===== src/rtl/obstacle_scheduler.sv =====
// obstacle_pkg / obstacle_scheduler
//
// Sequences a pool of SLOTS obstacle instances for the runner game. It decides
// when a new obstacle spawns from the newest obstacle's position, width and
// gap. It picks the obstacle type and limits runs of the same type. It starts
// the lowest free slot and holds that slot's type while the slot is busy. It
// also forwards the owning slot's denominator to the shared gap divider.
//
// Handshake: start[k] is a level, not a pulse. It rises one cycle after the
// spawn decision and stays high through the next update cycle, which is the
// cycle in which slot k consumes it. It clears on the cycle after that update.
//
// Ports
//   clk, rst         clock, synchronous active-high reset
//   game_start       pulse: leave IDLE and begin scheduling
//   update           one-cycle frame tick
//   crash            freeze scheduling until rst
//   speed            current speed, x1024 fixed point
//   rnd              free-running random value (rnd[1:0] used)
//   slot_busy        per-slot "not WAITING" flags
//   slot_x_pos       per-slot signed x position (11 bit each)
//   slot_width       per-slot width (10 bit each)
//   slot_gap         per-slot gap (11 bit each)
//   slot_denom       per-slot divider denominator (11 bit each)
//   start            per-slot start level, at most one bit set
//   slot_typ         per-slot type_t (3 bit each)
//   div_denom        denominator of the current divider owner
//   newest           index of the most recently started slot
//   dbg_state        current FSM state, for observation

package obstacle_pkg;
  typedef enum logic [2:0] {
    NONE         = 3'd0,
    CACTUS_SMALL = 3'd1,
    CACTUS_LARGE = 3'd2,
    PTERODACTYL  = 3'd3
  } type_t;
endpackage

module obstacle_scheduler #(
  parameter int SLOTS           = 3,
  parameter int MAX_DUP         = 2,
  parameter int GAME_WIDTH      = 640,
  parameter int PTERO_MIN_SPEED = 8704
) (
  input  logic                clk,
  input  logic                rst,
  input  logic                game_start,
  input  logic                update,
  input  logic                crash,
  input  logic [14:0]         speed,
  input  logic [15:0]         rnd,
  input  logic [SLOTS-1:0]    slot_busy,
  input  logic [SLOTS*11-1:0] slot_x_pos,
  input  logic [SLOTS*10-1:0] slot_width,
  input  logic [SLOTS*11-1:0] slot_gap,
  input  logic [SLOTS*11-1:0] slot_denom,
  output logic [SLOTS-1:0]    start,
  output logic [SLOTS*3-1:0]  slot_typ,
  output logic [10:0]         div_denom,
  output logic [1:0]          newest,
  output logic [2:0]          dbg_state
);
  import obstacle_pkg::*;

  typedef enum logic [2:0] {
    S_IDLE    = 3'd0,
    S_RUN     = 3'd1,
    S_ARMED   = 3'd2,
    S_SETTLE  = 3'd3,
    S_CRASHED = 3'd4
  } state_t;

  state_t             state;
  logic               upd_d;
  logic [1:0]         settle_cnt;
  logic [SLOTS-1:0]   busy_d;
  type_t              typ_r [SLOTS];
  type_t              last_typ;
  logic [1:0]         dup_cnt;
  logic [1:0]         owner;
  logic               owner_vld;

  // Only rnd[1:0] selects the type; the upper bits are deliberately ignored.
  logic [13:0] unused_rnd;
  assign unused_rnd = rnd[15:2];

  assign dbg_state = state;

  for (genvar g = 0; g < SLOTS; g++) begin : g_typ
    assign slot_typ[g*3 +: 3] = typ_r[g];
  end

  // Before any spawn there is no owner, so the divider sees zero.
  assign div_denom = owner_vld ? slot_denom[int'(owner)*11 +: 11] : 11'd0;

  // Clearance of the newest obstacle, as a signed 13-bit sum.
  logic [10:0]        n_x;
  logic [9:0]         n_w;
  logic [10:0]        n_gap;
  logic signed [12:0] clearance;
  logic               want_spawn;
  logic               free_found;
  logic [1:0]         free_idx;
  type_t              cand;
  logic [1:0]         dup_nxt;

  always_comb begin
    n_x       = slot_x_pos[int'(newest)*11 +: 11];
    n_w       = slot_width[int'(newest)*10 +: 10];
    n_gap     = slot_gap[int'(newest)*11 +: 11];
    clearance = $signed({{2{n_x[10]}}, n_x}) + $signed({3'b000, n_w})
              + $signed({2'b00, n_gap});

    // The only case that blocks a spawn is a busy newest obstacle still too
    // close to the right edge; a non-busy newest always lets a spawn through.
    want_spawn = 1'b1;
    if (slot_busy[newest] && (clearance >= 13'(GAME_WIDTH)))
      want_spawn = 1'b0;

    free_found = 1'b0;
    free_idx   = 2'd0;
    for (int i = SLOTS - 1; i >= 0; i--) begin
      if (!slot_busy[i]) begin
        free_found = 1'b1;
        free_idx   = 2'(i);
      end
    end

    case (rnd[1:0])
      2'd0, 2'd1: cand = CACTUS_SMALL;
      2'd2:       cand = CACTUS_LARGE;
      default:    cand = PTERODACTYL;
    endcase
    if (cand == PTERODACTYL && speed < 15'(PTERO_MIN_SPEED))
      cand = CACTUS_SMALL;
    if (cand == last_typ && dup_cnt >= 2'(MAX_DUP))
      cand = (cand == CACTUS_SMALL) ? CACTUS_LARGE : CACTUS_SMALL;

    if (cand == last_typ)
      dup_nxt = (dup_cnt >= 2'(MAX_DUP)) ? 2'(MAX_DUP) : dup_cnt + 2'd1;
    else
      dup_nxt = 2'd1;
  end

  always_ff @(posedge clk) begin
    if (rst) begin
      state      <= S_IDLE;
      upd_d      <= 1'b0;
      settle_cnt <= 2'd0;
      busy_d     <= '0;
      start      <= '0;
      newest     <= 2'd0;
      owner      <= 2'd0;
      owner_vld  <= 1'b0;
      last_typ   <= NONE;
      dup_cnt    <= 2'd0;
      for (int i = 0; i < SLOTS; i++) typ_r[i] <= NONE;
    end else begin
      upd_d  <= update;
      busy_d <= slot_busy;

      // A slot returning to WAITING drops its type. A spawn into the same
      // slot in this cycle is assigned later in this block and wins.
      for (int i = 0; i < SLOTS; i++)
        if (busy_d[i] && !slot_busy[i]) typ_r[i] <= NONE;

      if (crash) begin
        state <= S_CRASHED;
        start <= '0;
      end else begin
        case (state)
          S_IDLE: if (game_start) state <= S_RUN;
          S_RUN: begin
            if (upd_d && want_spawn && free_found) begin
              state           <= S_ARMED;
              start           <= {{(SLOTS-1){1'b0}}, 1'b1} << free_idx;
              typ_r[free_idx] <= cand;
              newest          <= free_idx;
              owner           <= free_idx;
              owner_vld       <= 1'b1;
              last_typ        <= cand;
              dup_cnt         <= dup_nxt;
            end
          end
          S_ARMED: begin
            if (update) begin
              start      <= '0;
              state      <= S_SETTLE;
              settle_cnt <= 2'd0;
            end
          end
          S_SETTLE: begin
            // Three cycles for the slot to init and calculate its gap.
            if (settle_cnt == 2'd2) state <= S_RUN;
            else settle_cnt <= settle_cnt + 2'd1;
          end
          default: ;
        endcase
      end
    end
  end
endmodule


===== config.mk =====
export PLATFORM = sky130hd
export DESIGN_NAME = obstacle_scheduler
export DESIGN_NICKNAME = d
export VERILOG_FILES = /design/src/rtl/obstacle_scheduler.sv
export SDC_FILE = /design/constraint.sdc
export NUM_CORES = 1
export LEC_CHECK = 0
export CORE_UTILIZATION = 40
export CTS_BUF_LIST = sky130_fd_sc_hd__clkbuf_8
export CTS_CLUSTER_DIAMETER = 60
export CTS_CLUSTER_SIZE = 14
export DETAILED_ROUTE_END_ITERATION = 12
export DONT_BUFFER_PORTS = 1
export PLACE_DENSITY_LB_ADDON = 0.15
export RECOVER_POWER = 50
export SLEW_MARGIN = 20
export SYNTH_ARGS = -nofsm -noshare
export SYNTH_HDL_FRONTEND = slang
export SYNTH_SLANG_ARGS = --single-unit

===== constraint.sdc =====
create_clock -name clk -period 4 [get_ports clk]
set_input_delay 0.8 -clock clk [delete_from_list [all_inputs] [get_ports clk]]
set_output_delay 0.8 -clock clk [all_outputs]
set_load 0.05 [all_outputs]

# After elaboration in Yosys (flattened, before gate mapping)
# Memories as Yosys holds them, arrays and structs flattened.
# Index checks and enable logic that the tools add are counted.
dict set report totals {
  reg_bits 20
  latchBits 0
  mem_bits_rw 9
  romBits 0
  in_bits 168
  output_inout_bits 28
  wordCells 120
  n_memories 1
}
dict set report op_classes {
  addsub 4
  mul 2
  div_mod_pow 0
  order_cmp 4
  n_eq_ne 19
  n_shift 5
  n_mux 47
  bitwise 4
  reduce_logical 24
}
# memory depth width rd rd_ports_with_merged_regs wr line
set memory_table {}
lappend memory_table {typ_r 3 3 3 0 4 78} ;# type_t typ_r [SLOTS];
# op n
set ops {}
lappend ops {{$shiftx 33x7->11} 2}
lappend ops {{$mux 3} 12}
lappend ops {{$shiftx 33x32->11} 1}
lappend ops {{$shiftx 30x7->10} 1}
lappend ops {{$mux 1} 21}
lappend ops {{$mux 2} 8}
lappend ops {{$lt 15x14->1 const B} 1}
lappend ops {{$add 12x12->13} 1}
lappend ops {{$ge 13x11->1 const B} 1}
lappend ops {{$add 11x11->12} 1}
lappend ops {{$ne 3x3->1 const B} 4}
lappend ops {{$pmux 3 s4} 1}
lappend ops {{$mux 11} 1}
lappend ops {{$ne 2x2->1 const B} 5}
lappend ops {{$reduce_and 5->1} 2}
lappend ops {{$eq 3x2->1 const B} 3}
lappend ops {{$logic_and 1x1->1} 8}
lappend ops {{$pmux 2 s2} 2}
lappend ops {{$eq 3x1->1 const B} 2}
lappend ops {{$eq 3x3->1} 2}
lappend ops {{$mul 2x4->6 const B} 1}
lappend ops {{$pmux 3 s2} 1}
lappend ops {{$reduce_and 3->1} 2}
lappend ops {{$mul 2x3->5 const B} 1}
lappend ops {{other kinds (17)} 25}

# Depth between registers and ports, before layout
# Gate-level depths: netlist of run 1.
dict set report logic_depth {
  ltp_word 14
  ltp_mapped 18
  mapped_depth_nobuf 15
}

# Worst setup path before layout of run 1
# OpenSTA, ideal clock, no wires.
dict set report synth_timing {
  path_type {reg-to-reg}
  start {register owner[1] (netlist name)}
  end {memory typ_r[0][0] (netlist bit), enable pin}
  setup_time_ns 0.358
  t_arrival_ns 4.356
  required_time_ns 3.642
  setup_slack_ns -0.713
  path_stages_with_launch 16
  n_path_buf 2
  period_less_slack_ns 4.713
  cell_sequence {dfxtp_1 > buf_2 > buf_1 > mux2i_1 > o21ai_0 > fa_1 > ha_1 > inv_1 > fa_1 > nor2b_1 > o2111ai_1 > a21boi_0 > o22ai_1 > and3_1 > o31a_2 > o41ai_1}
}
# item line
set synth_rtl {}
lappend synth_rtl {{end: declaration} 78}

==> results.yml, run 1 <==
run_status:
  status: "finished, final reports clean"
worst_hold_path:
  hold_path.class: "flop to flop"
  hold_depth: 2
floorplan:
  die-area_um2: 7700
  start_util_pct: 42.3
  row_count: 30
  core-area_um2: 6940
  die_h_um: 87.7
  die-width_um: 87.7
  io_pins: 196
route:
  routed.top_layer: "met4"
  drt_iter0_drc: 117
  finalWirelength_mm: 7.39
  wl_met2_mm: 3.49
  m1WireLength_mm: 3.24
  ant_nets: 0
  drt_pass1_iterations: 4
  dr_wl_met3_um: 586
  wl_per_cell_um: 15.4
  viasPerCell: 5.70
  drc: 0
  vias: 2729
global_route:
  antenna_found_initial: 0
  grt_pass1_wl_mm: 10.9
  grt_usage_pct: 17.9
  globalRoute.totalOverflow: 0
  grt_max_degree: 33
  grt_pass1_vias: 2413
timing:
  period_needed_ns: 3.88
  report.final.slew_viol_count: 0
  hold_violations: 0
  slew_headroom_pct: 56.9
  worst_pin_slew_ns: 0.640
  setup_violations: 0
  rsz0062_at_grt: "true"
  fmax_mhz: 258
  finClkSkew_ns: 0.00166
  fin_hold_ws_ns: 0.511
  period_share_pct: 97.1
logic_synthesis:
  syn_inst: 372
  synth-edff-count: 6
  synthDistinctLibCells: 58
  yosys_register_bits: 25
  postSynthAreaPerCell_um2: 7.90
  synth_area_um2: 2940
  synth-async-reset-ratio_pct: 0
  ys_seq_area_share_pct: 19.1
  ys.flop_type: "dfxtp_1"
  ys_warn_count: 0
worst_setup_path:
  regToRegSetupSlack_ns: 0.12
  endpoint_kind: "flop"
  cp-start-kind: "flop"
  cp.arrival_ns: 3.84
  crit_type: "flop to flop"
  reg2regPathDepth: 13
  crit_fanout: 10
  required_ns: 3.96
clock_network:
  insertion_delay_ns: 0.26
  cts_buffers: 3
  htreeDepth: 1
  clock_path_buffers: 2
  clk_pin_slew_ns: 0.08
  cts_tree: "done"
  clock-root-buffer: "clkbuf_8"
  clock_sink_count: 25
  hold_buffers: 0
power:
  ir_worst_vdd_mv: 0.265
  powerDensity_nw_per_um2: 234
  p_leak_uw: 0.00118
  power_uw: 791
place:
  dp_hpwl_mm: 5.83
  port_buffers: 0
  gp_congestion: 0.803
final_layout:
  antenna_cells: 0
  area_delta_synth_final_pct: 15.1
  layout_commonest_cell: "nand2_1"
  nets: 576
  fillerInstances: 659
  final_cell_mix: "49 x nand2_1, 48 x mux2i_1, 37 x o21ai_0, 26 x buf_4, 20 x nor2_1"
  layout-drive-gt1-share_pct: 16.2
run:
  drv_cap: 0
-- per-stage QoR --
step                      worst slack [ns]  TNS [ns]  area [um2]  cells  util (%)
after global placement              -0.132    -0.439        3260    473      47.0
after global routing               -0.0562    -0.406        3380    479      48.7
after detailed placement            -0.144    -0.468        3260    473      47.0
final                                0.117         0        3380    479      48.7
after CTS                           0.0361         0        3320    477      47.8
after floorplan                    0.00904         0        3040    374         -
-- synthesized netlist by cell type, drive strengths merged, types with 4 or more instances --
cell | n | area, um2
inv | 17 | 63.8
nor3 | 8 | 40.0
nor2b | 6 | 37.5
nor2 | 20 | 75.1
ha | 13 | 163
o21ai | 46 | 241
nand2 | 50 | 188
a21oi | 17 | 88.8
o32ai | 4 | 35.0
o211ai | 4 | 35.0
mux2i | 50 | 500
clkbuf | 12 | 45.0
buf | 14 | 73.8
dfxtp | 19 | 380
nand3 | 8 | 40.0
edfxtp | 6 | 180
and2 | 12 | 75.1
fa | 11 | 220
-- power by group --
part	leakage [uW]	switching [uW]	total (uW)	internal (uW)
registers	0.000219	19.8	284	264
clock network	0.0000269	73.3	142	68.5
logic	0.000935	193	365	172
-- layer usage --
| metal | vias to the layer above | global-route usage [%] |
|---|---|---|
| met5 | - | 0 |
| met4 | 0 | 3.28 |
| met3 | 8 | 3.11 |
| met2 | 142 | 32.6 |
| met1 | 1210 | 22.2 |
| li1 | 1369 | - |
-- final timing paths --
| check | startpoint | endpoint |
|---|---|---|
| setup / recovery | owner[1] | typ_r[1][0] |
| hold / removal | dup_cnt[0] | dup_cnt[1] |
| setup reg to reg | owner[1] | typ_r[1][0] |
| hold reg to reg | dup_cnt[0] | dup_cnt[1] |
-- cell families (layout without fill, tap and decap cells) --
logic type	Yosys count	count (layout)	synth area share [%]
AND/OR/NAND/NOR	124	124	20.6
AO/OA/AOI/OAI	103	103	23.3
multiplexers	50	50	17.0
buffers and inverters	43	52	6.21
flip-flops	25	25	19.1
adder cells (fa/ha/maj)	24	24	13.0
XOR/XNOR	2	2	0.596
other	1	3	0.128
-- state kept, by name, indices dropped and copies added, names as in the netlist --
register    flops
typ_r           6
busy_d          3
dbg_state       3
start           3
dup_cnt         2
last_typ        2
owner           2
settle_cnt      2
owner_vld       1
upd_d           1
-- repair_timing --
item | 4_1_cts | 5_1_grt
setup endpoints to repair | 2 | 21
pin swaps | 0 | 7
setup buffers | 0 | 1
resized for setup | 1 | 11
gates cloned | 0 | 1
-- critical path: stages, from the launching register on --
cell	delay (ns)
dfxtp_4	0.39
buf_4	0.15
clkbuf_16	0.16
mux2i_1	0.12
o21ai_0	0.22
fa_1	0.48
ha_1	0.36
a21oi_2	0.16
o211ai_2	0.12
or4_1	0.48
and4_4	0.20
nor4_2	0.31
a21oi_1	0.18
o21ai_1	0.23
-- layout make-up --
cell class	instances	area, um2	area share [%]
multi-input combinational	306	2290	67.6
clock inverter	1	3.75	0.111
timing repair buffer	31	300	8.88
inverter	17	63.8	1.89
sequential	25	568	16.8
tap	96	120	3.55
clock buffer	3	41.3	1.22
Note: power is estimated with default switching activity, not from simulation.
==> inputs of run 2 (changes only) <==
Settings changed: GPL_TIMING_DRIVEN set to 0, RECOVER_POWER 50 to 100.
==> results.yml, run 2 (same netlist as run 1, synthesis figures left out) <==
run_status:
  status: "complete, but fails checks"
  violations: "negative setup slack"
global_route:
  grtUsageMet2_pct: 39.0
  grt_use_met1_pct: 23.9
  antenna_found_initial: 0
  grt_busiest_layer: "met2"
  grt_pass1_vias: 2707
  grt_max_degree: 15
  globalRoute.totalOverflow: 0
  grt_usage_pct: 20.8
  use_met3_pct: 4.71
  grt_pass1_wl_mm: 12.4
clock_network:
  clock_path_buffers: 2
  clock-root-buffer: "clkbuf_8"
  clock_sink_count: 25
  htreeDepth: 1
  clk_pin_slew_ns: 0.09
  cts_buffers: 3
  hold_buffers: 0
  insertion_delay_ns: 0.28
  cts_tree: "done"
route:
  viasPerCell: 5.73
  drt_pass1_iterations: 4
  drt_iter0_drc: 109
  ant_nets: 0
  finalWirelength_mm: 8.36
  wl_per_cell_um: 16.6
  vias: 2883
  drc: 0
worst_setup_path:
  cp.arrival_ns: 4.19
  crit_fanout: 8
  required_ns: 4.15
  reg2regPathDepth: 14
  endpoint_kind: "flop"
  cp-start-kind: "flop"
  crit_type: "flop to flop"
floorplan:
  die-width_um: 87.7
  start_util_pct: 42.3
  die-area_um2: 7700
  core-area_um2: 6940
  die_h_um: 87.7
  row_count: 30
  io_pins: 196
place:
  gp_congestion: 0.776
  port_buffers: 0
  placed_cell_area_um2: 3160
  dp_hpwl_mm: 6.14
final_layout:
  nets: 600
  area_delta_synth_final_pct: 31.1
  layout_commonest_cell: "nand2_1"
  antenna_cells: 0
  fillerInstances: 632
  largest_reg_flops: 6
  final_cell_mix: "47 x nand2_1, 46 x mux2i_1, 32 x o21ai_0, 30 x buf_4"
  layout-drive-gt1-share_pct: 29.7
  design_area_um2: 3850
  largest_register: "typ_r"
timing:
  setup_slack_ns: -0.0354
  slew_headroom_pct: 48.5
  hold_violations: 0
  rsz0062_at_grt: "true"
  worst_pin_slew_ns: 0.772
  finClkSkew_ns: 0.00819
  period_share_pct: 101
  period_needed_ns: 4.04
  setup_violations: 6
  fmax_mhz: 248
  report.final.slew_viol_count: 0
  fin_hold_ws_ns: 0.488
worst_hold_path:
  hold_depth: 1
  hold_path.class: "flop to flop"
run:
  drv_cap: 0
power:
  p_leak_uw: 0.00133
  ir_worst_vdd_mv: 0.162
  powerDensity_nw_per_um2: 234
  power_uw: 901
-- run 2: path summary, 6_finish.rpt --
kind / start / end / slack, ns
min reg2reg: owner_vld / owner_vld / 0.49
max: owner[1] / owner[0] / -0.04
max reg2reg: owner[1] / owner[0] / -0.04
min: owner_vld / owner_vld / 0.49
-- run 2: area by class of cell --
cell class	count	area (um2)	area share, %
inverter	17	63.8	1.66
tap	96	120	3.12
multi-input combinational	306	2540	66.0
clock buffer	3	41.3	1.07
timing repair buffer	34	312	8.08
clock inverter	1	5.00	0.130
buffer	21	200	5.19
sequential	25	568	14.7
-- run 2: critical path, cell delays in order, from the launching register on --
cell and delay (ns):
dfxtp_4 0.46, buf_12 0.17, buf_12 0.13, mux2i_4 0.24, o21ai_4 0.07, fa_1 0.50, ha_2 0.21, buf_4 0.14
a211oi_4 0.29, o211ai_2 0.14, or4_1 0.41, and4_4 0.18, or4_4 0.54, o21ai_4 0.28, o32ai_2 0.13
-- run 2: what timing repair did --
item | CTS | global route
endpoints found under the setup margin | 24 | 24
cloned | 1 | 1
gates resized for setup | 53 | 49
pin swaps | 20 | 22
buffers inserted | 17 | 15
-- run 2: routing by layer --
layer | vias to the layer above | part of all wire (%)
met1 | 1322 | 41
met4 | 0 | 0.84
met2 | 140 | 51
met5 | - | 0
met3 | 7 | 7.2
li1 | 1414 | -
-- run 2: power by group --
group          total [uW]  leakage (uW)  switching, uW  internal [uW]
Sequential            283      0.000219           19.4            264
Combinational         464       0.00108            243            222
Clock                 153     0.0000255           83.5           70.0
Total                 901       0.00133            345            556
-- run 2: per-stage QoR --
step / setup TNS, ns / util, % / std cells / worst slack, ns
after floorplan: 0 / - / 374 / 0.00904
after global placement: -6.26 / 45.5 / 470 / -0.404
after detailed placement: -7.35 / 45.5 / 470 / -0.448
after CTS: 0 / 50.9 / 489 / 0.000915
after global routing: -2.16 / 55.5 / 503 / -0.188
final: -0.137 / 55.5 / 503 / -0.0354
==> inputs of run 3 (changes only) <==
Settings changed: CTS_CLUSTER_SIZE 14 to not set.
==> results of run 3 <==
Final layout, timing and power as in run 2 (identical DEF).
